--- config.mk ---
export PLATFORM = sky130hd
export DESIGN_NAME = rfphoenix_thread_ready_tracker
export DESIGN_NICKNAME = d
export VERILOG_FILES = /design/src/rtl/rfphoenix_thread_ready_tracker_pkg.sv /design/src/rtl/rfphoenix_thread_ready_tracker_thread_state.sv /design/src/rtl/rfphoenix_thread_ready_tracker.sv
export SDC_FILE = /design/constraint.sdc
export NUM_CORES = 1
export LEC_CHECK = 0
export ABC_AREA = 1
export CAP_MARGIN = 0
export CORE_MARGIN = 1.5
export CORE_UTILIZATION = 59
export CTS_CLUSTER_SIZE = 40
export DETAILED_ROUTE_END_ITERATION = 8
export PLACE_DENSITY = 0.85
export SLEW_MARGIN = 40
export SYNTH_ARGS = -nofsm -noshare
export SYNTH_HDL_FRONTEND = slang
export SYNTH_SLANG_ARGS = --single-unit
--- constraint.sdc ---
create_clock -name clk -period 3.7 [get_ports clk]
set_clock_uncertainty 0.2 [all_clocks]
set_input_delay 0.74 -clock clk [delete_from_list [all_inputs] [get_ports clk]]
set_output_delay 0.74 -clock clk [all_outputs]
set_load 0.02 [all_outputs]
--- src/rtl/rfphoenix_thread_ready_tracker_pkg.sv ---
// Shared thread parameters and types for the rfPhoenix issue front end.
// Tid is one bit wider than needed so out-of-range thread ids can be seen.
package rfPhoenixPkg;

    localparam int NTHREADS = 4;
    localparam int TID_W    = 3;

    typedef logic [TID_W-1:0] Tid;

    typedef enum logic [1:0] {
        TS_DISABLED = 2'd0,
        TS_READY    = 2'd1,
        TS_BUSY     = 2'd2,
        TS_DELAY    = 2'd3
    } thread_state_t;

    function automatic logic [3:0] popcnt(input logic [NTHREADS-1:0] m);
        logic [3:0] c;
        c = '0;
        for (int i = 0; i < NTHREADS; i++)
            c = c + 4'(m[i]);
        return c;
    endfunction

endpackage

--- src/rtl/rfphoenix_thread_ready_tracker_thread_state.sv ---
// Per-thread issue state machine with post-completion stall counter.
// Events arrive pre-decoded; an event illegal in the current state is ignored.
module rfPhoenix_thread_state
    import rfPhoenixPkg::*;
(
    input  logic          clk,
    input  logic          rst,
    input  logic          i_en,
    input  logic          i_gnt,
    input  logic          i_done,
    input  logic [3:0]    i_dly,
    input  logic          i_flush,
    output thread_state_t o_state,
    output logic          o_nxt_ready
);

    thread_state_t r_state;
    thread_state_t w_nxt_state;
    logic [3:0]    r_cnt;
    logic [3:0]    w_nxt_cnt;

    always_ff @(posedge clk) begin
        if (rst) begin
            r_state <= TS_DISABLED;
            r_cnt   <= '0;
        end else begin
            r_state <= w_nxt_state;
            r_cnt   <= w_nxt_cnt;
        end
    end

    always_comb begin
        w_nxt_state = r_state;
        w_nxt_cnt   = r_cnt;
        if (!i_en) begin
            w_nxt_state = TS_DISABLED;
            w_nxt_cnt   = '0;
        end else begin
            unique case (r_state)
                TS_DISABLED: w_nxt_state = TS_READY;
                TS_READY: begin
                    if (i_gnt)
                        w_nxt_state = TS_BUSY;
                end
                TS_BUSY: begin
                    if (i_flush) begin
                        w_nxt_state = TS_READY;
                        w_nxt_cnt   = '0;
                    end else if (i_done) begin
                        if (i_dly == 4'd0) begin
                            w_nxt_state = TS_READY;
                        end else begin
                            w_nxt_state = TS_DELAY;
                            w_nxt_cnt   = i_dly;
                        end
                    end
                end
                TS_DELAY: begin
                    // Leave on the cycle the counter reads 1 so the stall is exactly dly cycles
                    if (i_flush || r_cnt <= 4'd1) begin
                        w_nxt_state = TS_READY;
                        w_nxt_cnt   = '0;
                    end else begin
                        w_nxt_cnt   = r_cnt - 4'd1;
                    end
                end
                default: begin
                    w_nxt_state = TS_DISABLED;
                    w_nxt_cnt   = '0;
                end
            endcase
        end
    end

    assign o_state     = r_state;
    assign o_nxt_ready = (w_nxt_state == TS_READY);

endmodule

--- src/rtl/rfphoenix_thread_ready_tracker.sv ---
// Tracks which threads may be offered to the round-robin issue selector.
// Holds the registered ready mask, its popcount and a sticky protocol error.
module rfphoenix_thread_ready_tracker
    import rfPhoenixPkg::*;
(
    input  logic                clk,
    input  logic                rst,
    input  logic [NTHREADS-1:0] en,
    input  logic                gnt_v,
    input  Tid                  gnt_tid,
    input  logic                done_v,
    input  Tid                  done_tid,
    input  logic [3:0]          done_dly,
    input  logic                flush_v,
    input  Tid                  flush_tid,
    output logic [NTHREADS-1:0] ready,
    output logic [3:0]          nready,
    output logic                err
);

    thread_state_t       w_st [NTHREADS];
    logic [NTHREADS-1:0] w_nxt_rdy;
    logic [NTHREADS-1:0] r_ready;
    logic [3:0]          r_nready;
    logic                r_err;
    logic                w_gnt_ok;
    logic                w_done_ok;
    logic                w_flush_ok;
    logic                w_bad;

    for (genvar g = 0; g < NTHREADS; g++) begin : g_thr
        rfPhoenix_thread_state u_ts (
            .clk         (clk),
            .rst         (rst),
            .i_en        (en[g]),
            .i_gnt       (gnt_v && gnt_tid == Tid'(g)),
            .i_done      (done_v && done_tid == Tid'(g)),
            .i_dly       (done_dly),
            .i_flush     (flush_v && flush_tid == Tid'(g)),
            .o_state     (w_st[g]),
            .o_nxt_ready (w_nxt_rdy[g])
        );
    end

    // Out-of-range ids match no thread, so they stay "not ok"
    always_comb begin
        w_gnt_ok   = 1'b0;
        w_done_ok  = 1'b0;
        w_flush_ok = 1'b0;
        for (int t = 0; t < NTHREADS; t++) begin
            if (gnt_tid == Tid'(t) && w_st[t] == TS_READY)
                w_gnt_ok = 1'b1;
            if (done_tid == Tid'(t) && w_st[t] == TS_BUSY)
                w_done_ok = 1'b1;
            if (flush_tid == Tid'(t))
                w_flush_ok = 1'b1;
        end
        w_bad = (gnt_v && !w_gnt_ok)
              || (done_v && !w_done_ok)
              || (flush_v && !w_flush_ok);
    end

    always_ff @(posedge clk) begin
        if (rst) begin
            r_ready  <= '0;
            r_nready <= '0;
            r_err    <= 1'b0;
        end else begin
            r_ready  <= w_nxt_rdy;
            r_nready <= popcnt(w_nxt_rdy);
            r_err    <= r_err | w_bad;
        end
    end

    assign ready  = r_ready;
    assign nready = r_nready;
    assign err    = r_err;

endmodule

-- Word level (Yosys, flattened, before mapping)
Cells that the tools add are included.
- flip-flop bits (word level): 33
- bits of input ports: 22
- add/sub/neg operators: 7
- order comparisons: 4
- equality and inequality tests: 33
- mux-type cells: 54
- bitwise gates (word level): 5
- reduce and logical (&&, ||, !) cells: 52
- operators with widths (operator ; number):
    two-way mux 4 bit ; 13
    two-way mux 2 bit ; 21
    case mux 2 bit (4 select lines) ; 4
    case mux 4 bit (2 select lines) ; 4
    logical AND 1 bit ; 23
    equality test 3 x 2 -> 1 bit (second input constant) ; 6
    equality test 2 x 1 -> 1 bit (second input constant) ; 8
    equality test 2 bit (second input constant) ; 8
    less-or-equal comparator 4 x 1 -> 1 bit (second input constant) ; 4
    subtractor 4 x 1 -> 4 bit (second input constant) ; 4
    two-way mux 1 bit ; 12
    inequality test 3 x 1 -> 1 bit (second input constant) ; 4
    inequality test 3 x 2 -> 1 bit (second input constant) ; 4
    AND reduction 3 bit ; 4
    equality test 3 x 1 -> 1 bit (second input constant) ; 3
    zero test 3 bit ; 3
    zero test 2 bit ; 4
    nonzero test 2 bit ; 4
    OR reduction 2 bit ; 4
    logical OR 1 bit ; 6
    adder 3 x 1 -> 4 bit ; 1
    zero test 4 bit ; 1
    NOT 1 bit ; 4
    adder 2 x 1 -> 3 bit ; 1
    3 further kinds ; 5

-- Longest topological paths before layout
- depth after elaboration: 11
- depth in mapped cells: 13

-- Hierarchy
From an unflattened synthesis, not the netlist that was laid out.
- cell total of the unflattened synthesis: 437
- area, all modules: 2509.9 um2
- by module, submodules not included (module ; times used ; cells an instance ; area an instance (um2) ; seq. area each (um2)):
    rfPhoenix_thread_state ; 4 ; 86 ; 488.0 ; 120.1
    rfphoenix_thread_ready_tracker ; 1 ; 93 ; 558.0 ; 160.2

-- Worst setup path after synthesis
No wires, ideal clock.
- path kind: input port to flip-flop
- from: input port done_dly[1]
- to: register r_nready[1] (netlist: nready[1])
- library setup time: 128 ps
- arrival: 2390 ps
- data required time: 3372 ps
- setup slack: 983 ps
- cell stages on the path: 12
- path buffers: 0
- cells stage by stage: inv_2 -> nand2_1 -> nor2_4 -> inv_2 -> o21ai_1 -> nand3_1 -> a21oi_1 -> fa_1 -> ha_1 -> ha_1 -> inv_1 -> nor2_1
- elaborated cells on any way between the ends: 25
- RTL lines (what ; line ; text):
    start: declaration ; rfphoenix_thread_ready_tracker.sv:13 ; input logic [3:0] done_dly,
    zero test 4 bit ; rfphoenix_thread_ready_tracker_thread_state.sv:50 ; if (i_dly == 4'd0) begin
    two-way mux 2 bit ; rfphoenix_thread_ready_tracker_thread_state.sv:50 ;
    two-way mux 2 bit ; rfphoenix_thread_ready_tracker_thread_state.sv:49 ; end else if (i_done) begin
    two-way mux 2 bit ; rfphoenix_thread_ready_tracker_thread_state.sv:46 ; if (i_flush) begin
    case mux 2 bit (4 select lines) ; rfphoenix_thread_ready_tracker_thread_state.sv:39 ; unique case (r_state)
    two-way mux 2 bit ; rfphoenix_thread_ready_tracker_thread_state.sv:35 ; if (!i_en) begin
    equality test 2 x 1 -> 1 bit ; rfphoenix_thread_ready_tracker_thread_state.sv:76 ; assign o_nxt_ready = (w_nxt_state == TS_READY);
    named net g_thr[3].u_ts.o_nxt_ready ; rfphoenix_thread_ready_tracker_thread_state.sv:14 ; output logic o_nxt_ready
    adder 3 x 1 -> 4 bit ; rfphoenix_thread_ready_tracker_pkg.sv:21 ; c = c + 4'(m[i]);
    end signal: assignment ; rfphoenix_thread_ready_tracker.sv:70 ; r_nready <= popcnt(w_nxt_rdy);
    end: declaration ; rfphoenix_thread_ready_tracker.sv:24 ; logic [3:0] r_nready;
The timed path passes the listed nets, and every way through them passes these cells.
A chain may end at the register's enable or synchronous reset.

-- Worst setup path after layout
- from: input port done_dly[0]
- to: register r_nready[1] (netlist: nready[1])
The elaborated chain is that of the path after synthesis.

==> results.ini <==
[final_layout]
area_growth_pct = 19.5
design_area_sq_um = 2690
fin_util_pct = 73.4
nets = 431
drive_gt1_share_pct = 9.30
antenna_cells = 0

[clock_tree]
cts.clk_slew.worst_paths_ns = 0.06
post_cts_buffers = 0
insertion_delay_ns = 0.28
root_buffer = clkbuf_8
clockBufferDepth = 2
cts.sink_count = 32
ctsHoldBuffers = 0
cts-htree-levels = 2
cts_tree = built
ctsResizeCount = 0
cts_made_buffers = 5

[setup_path]
cpPeakStageDelay_ns = 0.54
critPathTopFamily = adder cells
crit_cells = 13
worstReg2RegEnd = nready[1]
critical_path_required_ns = 3.65
critPathSlowestCell = clkdlybuf4s50_1
r2r_start = g_thr[3].u_ts.r_cnt[0]
path_cells = clkdlybuf4s50_1, inv_2, nand2_1, nor2_4, inv_2, o21ai_1, nand3_1, a21oi_1, fa_1, ha_1, ha_1, inv_1, nor2_1
r2r_slack_ns = 1.00
critPathBufInv = 4
critPathKind = in2reg
r2r_cells = 13
critPathMaxFanout = 6
cp-start-kind = input port
cp-end-kind = register
critPathArrivalTime_ns = 3.23

[route]
drc = 0
wire_per_inst_um = 11.4
routed_via_density = 5.05
drt_pre_antenna_iters = 4
vias = 2251
drt-total-wl_um = 5070
drt.antenna.violating_nets = 0
dr.first_iter.drc_count = 121

[synth]
synth_most_common_cell = nand2_1
synthArstFlopShare_pct = 0
syn_area_per_cell_sq_um = 6.18
ys_seq_elements = 32
mappedNetlistArea_sq_um = 2250
yosys-top-cells-count = nand2_1 (79), nor2_1 (75), inv_1 (55), dfxtp_1 (32), nand3_1 (32)
synth_top_area_share_pct = 28.5
synth-edff-count = 0
synthCells = 364
ys_types = 29
yosys_warnings = 0
synth_top_area_cell = dfxtp_1
ys_top_cells_by_area = dfxtp_1 (28%), nand2_1 (13%), nor2_1 (13%)
seq_area_frac_synth_pct = 28.5
synthFlopType = dfxtp_1
syn_nets = 397

[place]
gp_congestion = 0.917
dpl.hpwl_um = 4020
dp_slack_ns = 0.142
numPortBuffers = 29
place_area_sq_um = 2590

[timing]
max_slew_margin_pct = 56.4
slew_violations = 0
grt_setup_unrepaired = no
setup_ws_ns = 0.419
finalCritPeriodShare_pct = 88.7
finalHoldViolCount = 0
setup_viol = 0
whs_ns = 0.298
max_freq_mhz = 305
setup_tns_ns = 0
worst_slew_pin_slew_ns = 0.652
min_period_ns = 3.28

[hold_path]
hold_path_class = reg2reg
hold_depth = 2
min_to = g_thr[3].u_ts.r_cnt[1]
min-delay-start = g_thr[3].u_ts.r_cnt[1]

[global_route]
grt_max_degree = 19
grt_pass1_vias = 2149
overflow = 0
grt_pass1_wl_um = 8860
antenna_found_initial = 0
track_usage_pct = 26.8

[pwr]
power_density_nw_per_um2 = 290
ir_worst_vdd_uv = 250
leakagePower_nw = 1.39

[floorplan]
num_rows = 22
io_pins = 31
die-height_um = 64.7
die_w_um = 64.7
start_util_pct = 61.4
dieArea_sq_um = 4190
core-area_sq_um = 3660

[run_status]
outcome = complete, no violations

[flow_run]
drv_cap = 0

==> cell type report <==
class	count	area [sq um]
Fill cell	300	973
Timing Repair Buffer	30	298
Multi-Input combinational cell	266	1360
Tap cell	48	60.1
Inverter	63	236
Clock buffer	7	96.3
Sequential cell	32	641
==> worst max path at each step <==
stage,start,endpoint,slack (ns)
floorplan,done_dly[1],nready[1],0.98
global placement,done_dly[3],nready[1],0.25
detailed placement,done_dly[0],nready[1],0.14
CTS,done_dly[0],nready[1],0.44
global route,done_dly[3],nready[1],0.25
finish,done_dly[0],nready[1],0.42
==> power breakdown <==
group	internal, mW	leakage [nW]	switching [mW]
sequential	0.354	0.261	0.00397
combinational	0.0560	1.08	0.0736
clock	0.166	0.0503	0.126
==> flip-flops by register name, summed over array words and instances, names as in the netlist <==
signal,cells
ready,4
g_thr.u_ts.r_cnt,16
g_thr.u_ts.o_state,8
nready,3
err,1
==> cell families after synthesis <==
logic type	after synthesis	synth area share, %
AO/OA/AOI/OAI	25	6.18
XOR/XNOR	6	2.34
adder cells (fa/ha/maj)	11	6.46
buffers and inverters	66	11.2
flip-flops	32	28.5
other	1	0.167
AND/OR/NAND/NOR	223	45.2
==> stage by stage <==
step	cells	power, mW
global placement	439	0.493
floorplan	364	0.434
finish	446	0.779
CTS	446	0.781
detailed placement	439	0.494
global route	446	0.815
==> cell usage in the layout, fill, tap and decap left out, drive strengths merged, types with 6 or more instances in the layout <==
master         instances
nand2                 86
nor2                  82
inv                   63
nand3                 36
dfxtp                 32
clkdlybuf4s50         29
o21ai                 20
ha                    10
nand4                  8
clkbuf                 7
nor3                   6
==> worst min-delay path, delay by kind of cell, from the launching register on <==
family	cells	cell delay [ns]
AND/OR/NAND/NOR	2	0.13
flip-flops	1	0.33
==> routing by layer <==
metal	vias up	part of all wire, %	track usage [%]
met3	9	5.6	5.03
met5	-	0	0
li1	1191	-	-
met4	0	1.6	8.24
met2	56	45	46.5
met1	995	47	33.4
Note: power is estimated with default switching activity, not from simulation.
